<file path="config.mk">
export PLATFORM = sky130hd
export DESIGN_NAME = wave_scheduler_flat
export DESIGN_NICKNAME = d
export VERILOG_FILES = /design/src/rtl/game_pkg.sv /design/src/rtl/wave_scheduler_if.sv /design/src/rtl/spawn_lfsr.sv /design/src/rtl/wave_scheduler.sv /design/src/flat_wrapper.sv
export SDC_FILE = /design/constraint.sdc
export NUM_CORES = 1
export LEC_CHECK = 0
export CORE_MARGIN = 2
export CORE_UTILIZATION = 47
export CTS_CLUSTER_DIAMETER = 50
export DETAILED_ROUTE_END_ITERATION = 10
export PLACE_DENSITY_LB_ADDON = 0.08
export SYNTH_ARGS = -nofsm -noshare
export SYNTH_HDL_FRONTEND = slang
export SYNTH_SLANG_ARGS = --single-unit
</file>
<file path="constraint.sdc">
create_clock -name clk_1Hz -period 2.97 [get_ports clk_1Hz]
set_input_delay 0.7425 -clock clk_1Hz [delete_from_list [all_inputs] [get_ports clk_1Hz]]
set_output_delay 0.7425 -clock clk_1Hz [all_outputs]
set_load 0.02 [all_outputs]
</file>
<file path="src/rtl/game_pkg.sv">
// rtl/game_pkg.sv - shared phase encodings, screen geometry and helpers for the game controller
// Contents:
//   phase_t    game phase codes: IDLE=0, COUNTDOWN=1, PLAY=2, PAUSE=3, OVER=4
//   X_LIMIT    largest enemy x + 1 (SCREEN_W - ENEMY_SIZE)
//   Y_LIMIT    largest enemy y + 1 (SCREEN_H - ENEMY_SIZE)
//   LFSR_SEED  spawn LFSR value after reset
//   to_bcd     binary 0..99 to two packed BCD digits
package game_pkg;

    typedef enum logic [2:0] {
        ST_IDLE      = 3'd0,
        ST_COUNTDOWN = 3'd1,
        ST_PLAY      = 3'd2,
        ST_PAUSE     = 3'd3,
        ST_OVER      = 3'd4
    } phase_t;

    localparam int SCREEN_W   = 640;
    localparam int SCREEN_H   = 480;
    localparam int ENEMY_SIZE = 20;

    // An enemy sprite must fit entirely on screen, so its top-left corner
    // stays below these limits.
    localparam logic [9:0] X_LIMIT = 10'(SCREEN_W - ENEMY_SIZE);
    localparam logic [9:0] Y_LIMIT = 10'(SCREEN_H - ENEMY_SIZE);

    localparam logic [9:0] LFSR_SEED = 10'h280;

    function automatic logic [7:0] to_bcd(input logic [7:0] v);
        return ((v / 8'd10) << 4) | (v % 8'd10);
    endfunction

endpackage

</file>
<file path="src/rtl/wave_scheduler_if.sv">
// rtl/wave_scheduler_if.sv - spawn request handshake between scheduler and enemy table
// Signals:
//   spawn_valid  scheduler -> table  spawn request pending
//   spawn_slot   scheduler -> table  slot index to fill
//   spawn_x      scheduler -> table  enemy x, 0..619
//   spawn_y      scheduler -> table  enemy y, 0..459
//   spawn_ack    table -> scheduler  request accepted
// Modports: master (scheduler side), slave (enemy table side).
interface wave_scheduler_if;

    logic       spawn_valid;
    logic [3:0] spawn_slot;
    logic [9:0] spawn_x;
    logic [9:0] spawn_y;
    logic       spawn_ack;

    modport master (
        output spawn_valid,
        output spawn_slot,
        output spawn_x,
        output spawn_y,
        input  spawn_ack
    );

    modport slave (
        input  spawn_valid,
        input  spawn_slot,
        input  spawn_x,
        input  spawn_y,
        output spawn_ack
    );

endinterface

</file>
<file path="src/rtl/spawn_lfsr.sv">
// rtl/spawn_lfsr.sv - 10-bit Galois LFSR (x^10+x^7+1) folded into on-screen spawn coordinates
// Ports:
//   clk_1Hz  in   game tick clock
//   rst      in   asynchronous, active-high reset (loads LFSR_SEED)
//   en       in   advance the LFSR on this tick
//   x        out  lfsr folded into 0..X_LIMIT-1
//   y        out  rotated lfsr folded into 0..Y_LIMIT-1
module spawn_lfsr
    import game_pkg::*;
(
    input  logic       clk_1Hz,
    input  logic       rst,
    input  logic       en,
    output logic [9:0] x,
    output logic [9:0] y
);

    logic [9:0] lfsr;
    logic [9:0] rot;
    logic [9:0] y_once;

    // Right-shifting Galois form: the bit shifted out toggles the x^10 and
    // x^7 taps. A nonzero seed can never reach the all-zero state.
    always_ff @(posedge clk_1Hz or posedge rst) begin
        if (rst) begin
            lfsr <= LFSR_SEED;
        end else if (en) begin
            lfsr <= {1'b0, lfsr[9:1]} ^ (lfsr[0] ? 10'h240 : 10'h000);
        end
    end

    // lfsr < 1024 < 2*620, so one conditional subtraction suffices for x.
    assign x = (lfsr < X_LIMIT) ? lfsr : lfsr - X_LIMIT;

    // Rotating decorrelates y from x; 1023 < 3*460 needs two subtractions.
    assign rot    = {lfsr[4:0], lfsr[9:5]};
    assign y_once = (rot >= Y_LIMIT) ? rot - Y_LIMIT : rot;
    assign y      = (y_once >= Y_LIMIT) ? y_once - Y_LIMIT : y_once;

endmodule

</file>
<file path="src/rtl/wave_scheduler.sv">
// rtl/wave_scheduler.sv - game phase FSM, round timer and enemy spawn scheduler
// Ports:
//   clk_1Hz      in   game tick clock
//   rst          in   asynchronous, active-high reset
//   start        in   level; rising edge starts a round from IDLE or OVER
//   pause        in   level; high pauses PLAY
//   score        in   current score 0..99
//   slot_active  in   occupancy of each enemy table slot
//   spawn_bus    master side of the spawn valid/ack handshake
//   state        out  phase code (game_pkg::phase_t)
//   time_left    out  remaining ticks in the current phase
//   time_bcd     out  time_left as two BCD digits
//   level        out  difficulty level min(score/LEVEL_STEP, 7)
//   clear_all    out  one-tick pulse to clear the enemy table
module wave_scheduler
    import game_pkg::*;
#(
    parameter int NUM_SLOTS         = 10,
    parameter int ROUND_SECONDS     = 60,
    parameter int COUNTDOWN_SECONDS = 3,
    parameter int BASE_INTERVAL     = 4,
    parameter int MIN_INTERVAL      = 1,
    parameter int LEVEL_STEP        = 10
) (
    input  logic                 clk_1Hz,
    input  logic                 rst,
    input  logic                 start,
    input  logic                 pause,
    input  logic [7:0]           score,
    input  logic [NUM_SLOTS-1:0] slot_active,
    wave_scheduler_if.master     spawn_bus,
    output logic [2:0]           state,
    output logic [7:0]           time_left,
    output logic [7:0]           time_bcd,
    output logic [2:0]           level,
    output logic                 clear_all
);

    phase_t     state_q, state_d;
    logic [7:0] time_d;
    logic [2:0] level_d;
    logic       clear_d;
    logic       start_q;
    logic [7:0] ctr_q, ctr_d;
    logic       valid_q, valid_d;
    logic [3:0] slot_q, slot_d;
    logic [9:0] x_q, x_d, y_q, y_d;

    logic [9:0] lfsr_x, lfsr_y;
    logic       lfsr_en;
    logic       start_rise;
    logic       ack;
    logic [7:0] score_level;
    logic [7:0] interval;
    logic [7:0] ctr_inc;
    logic [7:0] ctr_sat;
    logic       free_found;
    logic [3:0] free_slot;

    assign start_rise = start & ~start_q;
    assign ack        = valid_q & spawn_bus.spawn_ack;
    assign lfsr_en    = (state_q == ST_COUNTDOWN) || (state_q == ST_PLAY);

    spawn_lfsr u_lfsr (
        .clk_1Hz (clk_1Hz),
        .rst     (rst),
        .en      (lfsr_en),
        .x       (lfsr_x),
        .y       (lfsr_y)
    );

    assign score_level = score / 8'(LEVEL_STEP);
    assign level_d     = (score_level > 8'd7) ? 3'd7 : score_level[2:0];

    // Saturating BASE_INTERVAL - level, floored at MIN_INTERVAL.
    always_comb begin
        if (8'(BASE_INTERVAL) >= 8'(MIN_INTERVAL) + 8'(level)) begin
            interval = 8'(BASE_INTERVAL) - 8'(level);
        end else begin
            interval = 8'(MIN_INTERVAL);
        end
    end

    assign ctr_inc = ctr_q + 8'd1;
    assign ctr_sat = (ctr_inc > interval) ? interval : ctr_inc;

    // Lowest free slot wins: scanning downward lets the lowest index overwrite.
    always_comb begin
        free_found = 1'b0;
        free_slot  = 4'd0;
        for (int i = NUM_SLOTS - 1; i >= 0; i--) begin
            if (!slot_active[i]) begin
                free_found = 1'b1;
                free_slot  = 4'(i);
            end
        end
    end

    always_comb begin
        state_d = state_q;
        time_d  = time_left;
        ctr_d   = ctr_q;
        valid_d = valid_q;
        slot_d  = slot_q;
        x_d     = x_q;
        y_d     = y_q;
        clear_d = 1'b0;

        case (state_q)
            ST_IDLE, ST_OVER: begin
                valid_d = 1'b0;
                if (start_rise) begin
                    state_d = ST_COUNTDOWN;
                    time_d  = 8'(COUNTDOWN_SECONDS);
                    clear_d = 1'b1;
                end
            end
            ST_COUNTDOWN: begin
                if (time_left == 8'd1) begin
                    state_d = ST_PLAY;
                    time_d  = 8'(ROUND_SECONDS);
                    ctr_d   = 8'd0;
                end else begin
                    time_d = time_left - 8'd1;
                end
            end
            ST_PLAY: begin
                if (ack) begin
                    valid_d = 1'b0;
                end
                if (time_left == 8'd1) begin
                    state_d = ST_OVER;
                    time_d  = 8'd0;
                    valid_d = 1'b0;
                end else if (pause) begin
                    state_d = ST_PAUSE;
                end else begin
                    time_d = time_left - 8'd1;
                    // valid_q (not valid_d) gates issue, so an acked spawn
                    // leaves a one-tick gap before the next one.
                    if (!valid_q && ctr_inc >= interval && free_found) begin
                        valid_d = 1'b1;
                        ctr_d   = 8'd0;
                        slot_d  = free_slot;
                        x_d     = lfsr_x;
                        y_d     = lfsr_y;
                    end else begin
                        ctr_d = ctr_sat;
                    end
                end
            end
            ST_PAUSE: begin
                if (ack) begin
                    valid_d = 1'b0;
                end
                if (!pause) begin
                    state_d = ST_PLAY;
                end
            end
            default: begin
                state_d = ST_IDLE;
                valid_d = 1'b0;
            end
        endcase
    end

    always_ff @(posedge clk_1Hz or posedge rst) begin
        if (rst) begin
            state_q   <= ST_IDLE;
            time_left <= 8'd0;
            level     <= 3'd0;
            clear_all <= 1'b0;
            start_q   <= 1'b0;
            ctr_q     <= 8'd0;
            valid_q   <= 1'b0;
            slot_q    <= 4'd0;
            x_q       <= 10'd0;
            y_q       <= 10'd0;
        end else begin
            state_q   <= state_d;
            time_left <= time_d;
            level     <= level_d;
            clear_all <= clear_d;
            start_q   <= start;
            ctr_q     <= ctr_d;
            valid_q   <= valid_d;
            slot_q    <= slot_d;
            x_q       <= x_d;
            y_q       <= y_d;
        end
    end

    assign state                 = state_q;
    assign time_bcd              = to_bcd(time_left);
    assign spawn_bus.spawn_valid = valid_q;
    assign spawn_bus.spawn_slot  = slot_q;
    assign spawn_bus.spawn_x     = x_q;
    assign spawn_bus.spawn_y     = y_q;

endmodule

</file>
<file path="src/flat_wrapper.sv">
// flat-port wrapper written by rule: the top's interface ports become plain ports
module wave_scheduler_flat import game_pkg::*;
#(
    parameter int NUM_SLOTS         = 10,
    parameter int ROUND_SECONDS     = 60,
    parameter int COUNTDOWN_SECONDS = 3,
    parameter int BASE_INTERVAL     = 4,
    parameter int MIN_INTERVAL      = 1,
    parameter int LEVEL_STEP        = 10
)
  (clk_1Hz, rst, start, pause, score, slot_active, state, time_left, time_bcd, level, clear_all, spawn_bus_spawn_valid, spawn_bus_spawn_slot, spawn_bus_spawn_x, spawn_bus_spawn_y, spawn_bus_spawn_ack);
  wave_scheduler_if spawn_bus_i ();
  input  logic clk_1Hz;
  input  logic rst;
  input  logic start;
  input  logic pause;
  input  logic [7:0] score;
  input  logic [NUM_SLOTS-1:0] slot_active;
  output logic [2:0] state;
  output logic [7:0] time_left;
  output logic [7:0] time_bcd;
  output logic [2:0] level;
  output logic clear_all;
  output wire logic [$bits(spawn_bus_i.spawn_valid)-1:0] spawn_bus_spawn_valid;
  output wire logic [$bits(spawn_bus_i.spawn_slot)-1:0] spawn_bus_spawn_slot;
  output wire logic [$bits(spawn_bus_i.spawn_x)-1:0] spawn_bus_spawn_x;
  output wire logic [$bits(spawn_bus_i.spawn_y)-1:0] spawn_bus_spawn_y;
  input wire logic [$bits(spawn_bus_i.spawn_ack)-1:0] spawn_bus_spawn_ack;
  assign spawn_bus_spawn_valid = spawn_bus_i.spawn_valid;
  assign spawn_bus_spawn_slot = spawn_bus_i.spawn_slot;
  assign spawn_bus_spawn_x = spawn_bus_i.spawn_x;
  assign spawn_bus_spawn_y = spawn_bus_i.spawn_y;
  assign spawn_bus_i.spawn_ack = spawn_bus_spawn_ack;
  wave_scheduler #(.NUM_SLOTS(NUM_SLOTS), .ROUND_SECONDS(ROUND_SECONDS), .COUNTDOWN_SECONDS(COUNTDOWN_SECONDS), .BASE_INTERVAL(BASE_INTERVAL), .MIN_INTERVAL(MIN_INTERVAL), .LEVEL_STEP(LEVEL_STEP)) u_core (.clk_1Hz(clk_1Hz), .rst(rst), .start(start), .pause(pause), .score(score), .slot_active(slot_active), .spawn_bus(spawn_bus_i), .state(state), .time_left(time_left), .time_bcd(time_bcd), .level(level), .clear_all(clear_all));
endmodule
</file>
=== Word-level counts from Yosys, hierarchy flattened ===
Index checks and enable logic that the tools add are counted.

* Memory bits (writable): 0
* Bits in latches: 0
* Bits in registers: 59
* Memories kept: 0
* ROM bits: 0

* $add $sub $neg: 7
* Div/mod/pow operators: 3
* Magnitude comparators: 7
* Equal/unequal tests: 12
* Reductions and logical operators: 12
* Muxes and demuxes: 50
* Shift operators: 0
* Bitwise logic cells: 7
* Multipliers: 0

{| class="wikitable"
|+ Operators by type and width
! operator !! count
|-
| $mux W8 || 10
|-
| $mux W10 || 4
|-
| $mux W4 || 10
|-
| $pmux W8 S3 || 1
|-
| $ge A10 B9 Y1 const B || 2
|-
| $sub A10 B9 Y10 const B || 2
|-
| $mux W3 || 6
|-
| $div A8 B4 Y8 const B || 2
|-
| $mux W1 || 16
|-
| $pmux W8 S2 || 1
|-
| $pmux W3 S4 || 1
|-
| $reduce_and A4 Y1 || 3
|-
| $lt A10 B10 Y1 const B || 1
|-
| $sub A10 B10 Y10 const B || 1
|-
| $xor A9 B10 Y10 || 1
|-
| $add A8 B1 Y8 const B || 1
|-
| $eq A8 B1 Y1 const B || 1
|-
| $ge A3 B8 Y1 const A || 1
|-
| $ge A8 B8 Y1 || 1
|-
| $gt A8 B3 Y1 const B || 1
|-
| $gt A8 B8 Y1 || 1
|-
| $mod A8 B4 Y8 const B || 1
|-
| $ne A2 B2 Y1 const B || 4
|-
| $or A8 B8 Y8 || 1
|-
| 19 further kinds || 25
|}

=== Logic depth before layout (Yosys ltp) ===
Gate-level depths: netlist of the first run.

* Depth in word-level cells: 15
* Mapped depth: 13

=== Hierarchy ===
Synthesis of the first run repeated with hierarchy kept, for this count alone.

* Cells, all modules: 547
* Area total of the unflattened synthesis: 4763.3 µm²

{| class="wikitable"
|+ By module, submodules not included
! module !! times used !! cells each !! sequential area each (µm²) !! area an instance (µm²)
|-
| wave_scheduler || 1 || 407 || 1226.2 || 3606.0
|-
| spawn_lfsr || 1 || 140 || 252.7 || 1157.4
|}

=== Worst setup path after synthesis of the first run ===
No wires, ideal clock.

* Kind: register to output
* From: register u_core.time_left[4]
* To: output time_bcd[1]
* Buffers on the path: 1
* Required time: 2.227 ns
* Cell stages (with the launch flop): 8
* Path slack: -0.214 ns
* Arrival time: 2.442 ns
* Cells stage by stage: dfrtp_1 buf_4 and4b_1 o311ai_2 a31oi_1 or4_4 a211o_1 xnor2_1

* Longest elaborated chain between the ends: 2

{| class="wikitable"
|+ Ends and longest elaborated chain
! item !! RTL line !! RTL
|-
| start: declaration || wave_scheduler.sv:33 || <nowiki>output logic [7:0] time_left,</nowiki>
|-
| start signal: assignment || wave_scheduler.sv:181 || <nowiki>time_left <= time_d;</nowiki>
|-
| $mod A8 B4 Y8 || game_pkg.sv:30 || <nowiki>return ((v / 8'd10) << 4) | (v % 8'd10);</nowiki>
|-
| $or A8 B8 Y8 || game_pkg.sv:30 ||
|-
| end: declaration || flat_wrapper.sv:21 || <nowiki>output logic [7:0] time_bcd;</nowiki>
|}

No other way between the ends.

=== Final worst setup path of the first run ===
* From: register u_core.time_left[7]
* To: output time_bcd[1]

Same word-level chain as after synthesis.

==> results of run 1 <==
[per-layer routing]
layer,global-route usage (%),up-vias,part of all wire (%)
met3,5.19,32,4.4
met5,0,-,0
met4,8.08,0,3.0
li1,-,2502,-
met2,46.8,137,51
met1,31.5,2506,41
[area by class of cell]
| type | instances | area [sq um] |
|---|---|---|
| well taps | 136 | 170 |
| fillers | 821 | 2990 |
| flip-flops and latches | 59 | 1490 |
| inverters | 24 | 90.1 |
| clock inverters | 4 | 72.6 |
| clock buffers | 12 | 155 |
| repair buffers | 192 | 1720 |
| multi-input cells | 475 | 3500 |
[worst min-delay path by stage]
stage                                           to  depth (start not counted)
floorplan                          u_core.ctr_q[7]                          2
global placement    u_core.spawn_bus.spawn_slot[0]                          2
detailed placement  u_core.spawn_bus.spawn_slot[0]                          2
CTS                    u_core.spawn_bus.spawn_x[4]                          2
global route           u_core.spawn_bus.spawn_y[9]                          2
finish              u_core.spawn_bus.spawn_slot[3]                          2
[timing repair]
action                                 4_1_cts  5_1_grt
setup buffers                                6       23
gates cloned                                 0        3
setup endpoints to repair                   33       37
pin swaps                                   10       24
gates resized for setup                     59       89
endpoints found under the hold margin        0        0
[cell families (layout without fill, tap and decap cells)]
family	after synthesis	count (layout)	share of synthesized area [%]
AND/OR/NAND/NOR	217	217	23.0
multiplexers	23	23	5.03
buffers and inverters	66	232	5.98
flip-flops	59	59	30.3
adder cells (fa/ha/maj)	23	23	5.91
XOR/XNOR	19	19	3.41
AO/OA/AOI/OAI	193	193	26.4
[placed cells by master, fill, tap and decap left out, types with 6 or more instances in the layout]
cell type,count
o211ai_1,9
nor2_1,41
nand3_1,18
xnor2_1,11
buf_4,102
nand2b_1,12
a31oi_1,6
buf_6,20
dfrtp_1,52
o21a_1,7
mux2_2,8
mux2i_1,11
nor2b_1,13
nor3_1,11
nand2_1,63
clkbuf_8,11
a21oi_1,34
inv_1,22
clkdlybuf4s50_1,62
ha_1,18
o21ai_0,41
a211oi_1,8
[sequential cells by signal (all words and copies together), names as in the netlist]
name,flops
u_core.time_left,8
u_core.spawn_bus.spawn_y,10
u_core.ctr_q,8
u_core.clear_all,1
u_core.level,3
u_core.u_lfsr.lfsr,10
u_core.spawn_bus.spawn_x,10
u_core.spawn_bus.spawn_valid,1
u_core.state,3
u_core.spawn_bus.spawn_slot,4
u_core.start_q,1
[critical path: stages, from the launching register on]
cell and delay (ns):
dfrtp_2 0.45, buf_6 0.14, buf_6 0.10, a21bo_2 0.18, o211ai_1 0.08, a21oi_1 0.09, or4_4 0.56, a211o_4 0.31
xnor2_4 0.13, buf_6 0.13
[through the flow]
step	std cells	hold WS (ns)	utilization [%]	instance area, sq um	power [mW]
finish	902	0.485	70.6	7190	9.00
global route	902	0.513	70.6	7190	9.63
CTS	876	0.490	64.8	6600	8.17
detailed placement	854	0.474	61.4	6260	7.17
global placement	854	0.459	61.4	6260	7.03
floorplan	600	0.469	-	4900	4.93
[power by group through the flow]
stage / logic, mW / registers (mW) / clock network, mW
finish: 6.74 / 1.41 / 0.851
global route: 7.27 / 1.46 / 0.905
CTS: 5.90 / 1.40 / 0.866
detailed placement: 5.75 / 1.42 / 0
global placement: 5.62 / 1.40 / 0
floorplan: 3.40 / 1.53 / 0
==> impl_results.md, run 1 <==
- # rows: 37
- R2r startpoint: u_core.ctr_q[1]
- Fin crit share: 110%
- Port Buffers: 69
- Syn Inst Count: 600
- GP Congestion: 0.873
- Avg Vias per Cell: 5.74
- Sequential area share after synthesis: 30.3%
- Pre-Repair DR Iteration Count: 5
- Ant diodes: 0
- DP HPWL: 10600 um
- Req. time, crit path: 2.23 ns
- Nets: 807
- Ys async rst share: 100%
- Post-Route WL: 15700 um
- Post-synth EDFFs: 0
- Synth Flop Type: dfrtp_1
- Final hold vios: 0
- Syn_nets: 646
- Netlist cell types: 71
- Share of cells above drive strength 1: 30.8%
- Vias in the first global route: 4972
- Top cell type's share of synthesized area: 29.3%
- First-pass GRT wire length: 23700 um
- RSZ-0062 raised after global routing: yes
- Largest fanout on the critical path: 4
- Gr usage total: 26.1%
- Final setup fails: 22
- Residual DRC count: 0
- Sequential share of power: 15.7%
- TritonCTS clock tree: yes
- Vias: 5177
- FF-to-FF End: u_core.spawn_bus.spawn_y[3]
- Failing checks: setup timing
- Top cells by area, synth: dfrtp_1 29%, ha_1 5.9%, o21ai_0 5.3%
- Post-synth top cells: 67 x nand2_1, 57 x dfrtp_1, 52 x o21ai_0
- I/O pin cnt: 71
- Root Driver: clkbuf_8
- Setup crit end: time_bcd[1]
- Final Max Tran Viols: 0
- Max Freq: 0.305 GHz
- Yosys reg bits: 59
- Initial antenna violation count: 0
- Comb power frac: 74.8%
- Final Critical Period: 3.28 ns
- CTS H-tree depth: 3
- Die W: 106 um
- HP Class: flip-flop to flip-flop
- Largest net degree at the start of global routing: 29
- Power Density: 1250 mW/mm^2
- Post-place setup slack: -0.583 ns
- Data arrival, critical path: 2.54 ns
- Cts hold-fix bufs: 0
- FF-to-FF setup slack: -0.13 ns
- Net Sw Power: 4.17 mW
- Clk sinks: 59
- Clock power frac: 9.5%
- P_leak: 3.14 nW
- Area growth, synth to finish: 47.6%
- ANT nets after route: 0
- Largest area contributor in the netlist: dfrtp_1
- Slew headroom: 43.6%
- Hold path startpoint: u_core.spawn_bus.spawn_slot[3]
- Int Power: 4.84 mW
- Total die area: 0.0112 sq mm
- Starting Density: 47.9%
- Number of max-cap violations: 0
- Starting DRC count in detailed routing: 187
- Clock Latency Late Sink: 0.35 ns
- Synth Area per Inst: 8.12 sq um
- Clock tree buffer depth: 2
- Chip Height: 106 um
- Routed len/inst: 17.4 um
- Most frequent cell after synthesis: nand2_1
- Final WS setup: -0.310 ns
- Status: finished with violations
- Grt total ovfl: 0
- Worst-path clk slew: 0.07 ns
- Critical Path Start: u_core.time_left[7]
- Ys Warns: 0
- Maximum vdd ir drop: 691 uV
- Sw frac: 46.3%
- Crit end category: primary output
- Core area: 0.0102 sq mm
- Crit path kind: flip-flop to primary output
- Setup TNS: -2.77 ns
- Worst-Margin Slew: 0.825 ns
- Num CTS Buffers: 9
- R2R depth: 14
- Critical path launch point type: flip-flop
- Layout Skew: 0.0120 ns
- Synth Cell Area: 0.00487 sq mm
Note: power is estimated with default switching activity, not from simulation.
==> run 2: changes to the inputs <==
clock period = 3.57 ns   (was 2.97 ns; I/O delays follow)
==> run 2 against run 1 <==
  * The flow now finishes without violations
  * Sequential power shrank 11%
  * Combinational power shrank 37%
  * Flip-flop and latch count is the same
  * Core utilization shrank 11 points
  * Via count shrank 8.4%
  * Sequential share of layout area grew 3.6 points
  * Worst hold slack lost 0.0064 ns
  * Critical path type unchanged
  * Critical endpoint is now time_bcd[4]
  * Largest power group unchanged
==> impl_results.md, run 2 (same netlist as run 1, synthesis figures left out) <==
- Largest net degree at the start of global routing: 60
- Root Driver: clkbuf_8
- Maximum vdd ir drop: 680 uV
- Worst-Margin Slew: 0.775 ns
- Status: finished, final reports clean
- Clock tree buffer depth: 2
- Power Density: 1020 mW/mm^2
- Worst-path clk slew: 0.07 ns
- Final hold vios: 0
- Post-Route WL: 12600 um
- Core area: 0.0102 sq mm
- Data arrival, critical path: 2.61 ns
- Total die area: 0.0112 sq mm
- Starting DRC count in detailed routing: 242
- I/O pin cnt: 71
- Slew headroom: 48.3%
- ANT nets after route: 0
- Num CTS Buffers: 9
- Avg Vias per Cell: 5.75
- Chip Height: 106 um
- Most common cell after layout, fill and taps aside: nand2_1
- Nets: 729
- DP HPWL: 9230 um
- Grt total ovfl: 0
- CTS H-tree depth: 3
- Pre-Repair DR Iteration Count: 4
- Setup TNS: 0 ns
- Critical path launch point type: flip-flop
- Area growth, synth to finish: 25.6%
- Final Max Tran Viols: 0
- GP Congestion: 0.901
- Routed len/inst: 15.3 um
- Max Freq: 0.285 GHz
- # rows: 37
- Ant diodes: 0
- First-pass GRT wire length: 21600 um
- Crit path kind: flip-flop to primary output
- Crit end category: primary output
- Vias: 4742
- Layout Skew: 0.0119 ns
- Starting Density: 47.9%
- Final Critical Period: 3.51 ns
- Residual DRC count: 0
- Cell Chain, Critical Path: buf_4, and3_1, o21ai_0, a221oi_1, or4_4, a211o_1, dlygate4sd2_1
- P_leak: 2.64 nW
- Number of fill cells: 943
- Gr usage total: 23.6%
- Max stage delay on crit path: 0.56 ns
- Number of max-cap violations: 0
- HP Class: flip-flop to flip-flop
- Share of cells above drive strength 1: 16.0%
- Clock Latency Late Sink: 0.35 ns
- Final setup fails: 0
- Die W: 106 um
- Clk sinks: 59
- Initial antenna violation count: 0
- Port Buffers: 69
- TritonCTS clock tree: yes
- Hold Slack: 0.479 ns
- RSZ-0062 raised after global routing: yes
- Largest fanout on the critical path: 9
- Most frequent cells in the layout: 67 x nand2_1, 62 x clkdlybuf4s50_1, 54 x dfrtp_1, 52 x o21ai_0, 45 x buf_4
- Req. time, crit path: 2.68 ns
- Vias in the first global route: 4540
- Slowest cell on crit path: or4_4
- Fin crit share: 98.2%
## run 2: repair_timing
action / 4_1_cts / 5_1_grt
hold buffers: 0 / 0
pin swaps: 0 / 1
resized for setup: 14 / 20
setup endpoints to repair: 7 / 6
setup buffers: 3 / 0
## run 2: final timing paths
check / from / end / slack, ns / cells after the start
min reg2reg: u_core.spawn_bus.spawn_x[9] / u_core.spawn_bus.spawn_x[9] / 0.48 / 2
max reg2reg: u_core.level[0] / u_core.spawn_bus.spawn_y[1] / 0.39 / 10
min in group asynchronous: rst / u_core.level[2] / 1.07 / 3
max in group asynchronous: rst / u_core.time_left[3] / 1.94 / 3
min: u_core.spawn_bus.spawn_x[9] / u_core.spawn_bus.spawn_x[9] / 0.48 / 2
max: u_core.time_left[6] / time_bcd[4] / 0.06 / 7
## run 2: critical path, delay by kind of cell (launching register included)
kind | cells | cell delay [ns]
simple gates | 2 | 0.75
compound gates | 3 | 0.54
buf+inv | 2 | 0.52
flops | 1 | 0.47
## run 2: routing by layer
layer  wire [um]  GRT usage [%]  vias to the layer above
met1        5890           31.4                     2263
met3         637           4.64                       22
met4         249           8.93                        0
li1            -              -                     2348
met2        5850           38.2                      109
met5           0              0                        -
## run 2: final cells by class
cell class	count	area (sq um)	share of cell area, %
inverter	24	90.1	1.47
multi-input combinational	475	3120	51.1
timing repair buffer	114	1010	16.5
sequential	59	1480	24.2
tap	136	170	2.78
clock inverter	7	116	1.90
clock buffer	9	124	2.02
## run 2: per-stage QoR
stage / area [sq um] / power [mW] / util (%) / instances / setup WS (ns)
after floorplan: 4870 / 3.99 / - / 600 / 0.236
after global placement: 5860 / 5.46 / 57.5 / 805 / 0.0206
after detailed placement: 5860 / 5.55 / 57.5 / 805 / -0.00192
after CTS: 6130 / 6.26 / 60.2 / 824 / -0.0249
after global routing: 6120 / 6.77 / 60.1 / 824 / -0.00375
final: 6120 / 6.24 / 60.1 / 824 / 0.0646
## run 2: where the power goes
part	internal [mW]	total [mW]	switching, mW
logic	1.89	4.22	2.33
registers	0.922	1.26	0.343
clock network	0.462	0.748	0.287
==> run 3: changes to the inputs <==
CORE_UTILIZATION = 40   (was 47)
==> run 3 against run 2 <==
  * Power grew 5.7%
  * Flip-flop and latch count stayed put
  * Critical path depth up 5
  * Sequential share of layout area decreased by 0.74 points
  * Core utilization decreased by 7.3 points
  * Setup slack better by 0.049 ns
  * Non-clock buffer count up 11
  * Wire length rose by 5.1%
  * Final area rose by 3.2%
  * Via count is 1.6% higher
==> impl_results.md, run 3 (same netlist as run 1, synthesis figures left out) <==
- TritonCTS clock tree: yes
- Comb power frac: 67.1%
- Final Instance Area: 0.00631 sq mm
- ANT nets after route: 0
- HP Class: flip-flop to flip-flop
- Post-Route WL: 13300 um
- Crit end category: primary output
- Req. time, crit path: 2.68 ns
- Most common cell after layout, fill and taps aside: nand2_1
- GP Congestion: 0.841
- Slowest cell on crit path: dfrtp_1
- Total die area: 0.0131 sq mm
- Worst-path clk slew: 0.05 ns
- Final Power: 6.59 mW
- Initial antenna violation count: 0
- Sequential share of power: 19.3%
- Fin crit share: 96.8%
- Core area: 0.0120 sq mm
- Share of cells above drive strength 1: 17.3%
- Status: finished, final reports clean
- CTS H-tree depth: 3
- Pre-Repair DR Iteration Count: 5
- Final Critical Period: 3.46 ns
- Routed len/inst: 15.7 um
- Vias in the first global route: 4504
- Worst-Margin Slew: 0.846 ns
- Critical path launch point type: flip-flop
- RSZ-0062 raised after global routing: no
- Most frequent cells in the layout: 67 x nand2_1, 62 x clkdlybuf4s50_1, 55 x buf_4, 54 x dfrtp_1, 49 x o21ai_0
- Int Power: 3.56 mW
- Vias: 4816
- Crit-path most repeated cell: buf_4
- Max stage delay on crit path: 0.41 ns
- Clock Latency Late Sink: 0.33 ns
- Nets: 740
- Port Buffers: 69
- Maximum vdd ir drop: 437 uV
- P_leak: 2.74 nW
- Largest fanout on the critical path: 16
- Final setup fails: 0
- Area growth, synth to finish: 29.6%
- Post-DP Area: 0.00593 sq mm
- Sw frac: 46.0%
- Cell Chain, Critical Path: buf_12, buf_4, nand2b_4, o31ai_4, a211oi_2, a31o_2, buf_4, ha_1, nor2_1, a21oi_1, o21ai_1, buf_4
- Power Density: 1040 mW/mm^2
- Hold Slack: 0.477 ns
- First-pass GRT wire length: 21800 um
- I/O pin cnt: 71
- Ant diodes: 0
- Final hold vios: 0
- Root Driver: clkbuf_16
- Num CTS Buffers: 9
- Avg Vias per Cell: 5.69
- Clk sinks: 59
- DP HPWL: 9630 um
- Clock power frac: 13.6%
- Data arrival, critical path: 2.56 ns
- Number of max-cap violations: 0
- Chip Height: 114 um
- Largest net degree at the start of global routing: 60
- Cts hold-fix bufs: 0
- Residual DRC count: 0
- Starting Density: 40.7%
- Net Sw Power: 3.03 mW
- Final Max Tran Viols: 0
- Die W: 114 um
- Max Freq: 0.289 GHz
- Setup TNS: 0 ns
- Gr usage total: 20.7%
- # rows: 40
- Grt total ovfl: 0
- Crit path kind: flip-flop to primary output
- Layout Skew: 0.00958 ns
- Clock tree buffer depth: 2
- Starting DRC count in detailed routing: 321
- Slew headroom: 43.6%
run 3: cell types whose count changed in the layout (fill, tap and decap cells not counted), moves of 2 or more:
| cell | delta |
|---|---|
| buf_4 | +10 |
| clkbuf_16 | +9 |
| clkbuf_8 | -6 |
| o21ai_0 | -3 |
| o21ai_1 | +3 |
| bufinv_16 | -2 |
run 3: what timing repair did:
item | in CTS | in global routing
resized for setup | 21 | 17
pin swaps | 0 | 3
setup buffers | 5 | 2
setup endpoints to repair | 7 | 6
run 3: power groups by stage:
stage	Sequential [mW]	Combinational [mW]	Clock, mW
global placement	1.28	4.31	0
finish	1.27	4.42	0.899
floorplan	1.27	2.72	0
global route	1.32	4.84	0.958
detailed placement	1.29	4.35	0
CTS	1.27	4.37	0.925
run 3: worst paths after layout:
check / startpoint / to / slack [ns] / cells past startpoint
min in group asynchronous: rst / u_core.level[2] / 1.10 / 3
max: u_core.time_left[6] / time_bcd[5] / 0.11 / 12
max in group asynchronous: rst / u_core.time_left[2] / 1.93 / 3
min reg2reg: u_core.spawn_bus.spawn_slot[3] / u_core.spawn_bus.spawn_slot[3] / 0.48 / 2
min: u_core.spawn_bus.spawn_slot[3] / u_core.spawn_bus.spawn_slot[3] / 0.48 / 2
max reg2reg: u_core.level[0] / u_core.spawn_bus.spawn_x[0] / 0.36 / 10
run 3: routing by layer:
metal  GRT usage [%]  up-vias  part of all wire [%]
met5               0        -                     0
met4            6.34        0                   1.6
met3            5.19       17                   4.4
met2            34.1      129                    48
met1            26.7     2290                    46
li1                -     2380                     -
run 3: area by class of cell:
type / count / area (sq um)
fill: 1138 / 5650
multi-input combinational: 475 / 3140
sequential: 59 / 1480
timing repair buffer: 125 / 1100
clock buffer: 12 / 267
tap: 147 / 184
inverter: 24 / 90.1
clock inverter: 4 / 47.5
run 3: critical path, delay by kind of cell, from the launching register on:
family,cells,cell delay [ns]
fa+ha+maj,1,0.17
flops,1,0.41
compound gates,5,0.76
simple gates,2,0.25
buf+inv,4,0.65
run 3: per-stage QoR:
stage / cells / utilization [%] / worst slack, ns
2_1_floorplan: 600 / - / 0.236
3_3_place_gp: 823 / 49.6 / -0.0661
3_5_place_dp: 823 / 49.6 / -0.111
4_1_cts: 844 / 52.5 / 0.0219
5_1_grt: 846 / 52.8 / 0.00425
6_report: 846 / 52.8 / 0.114
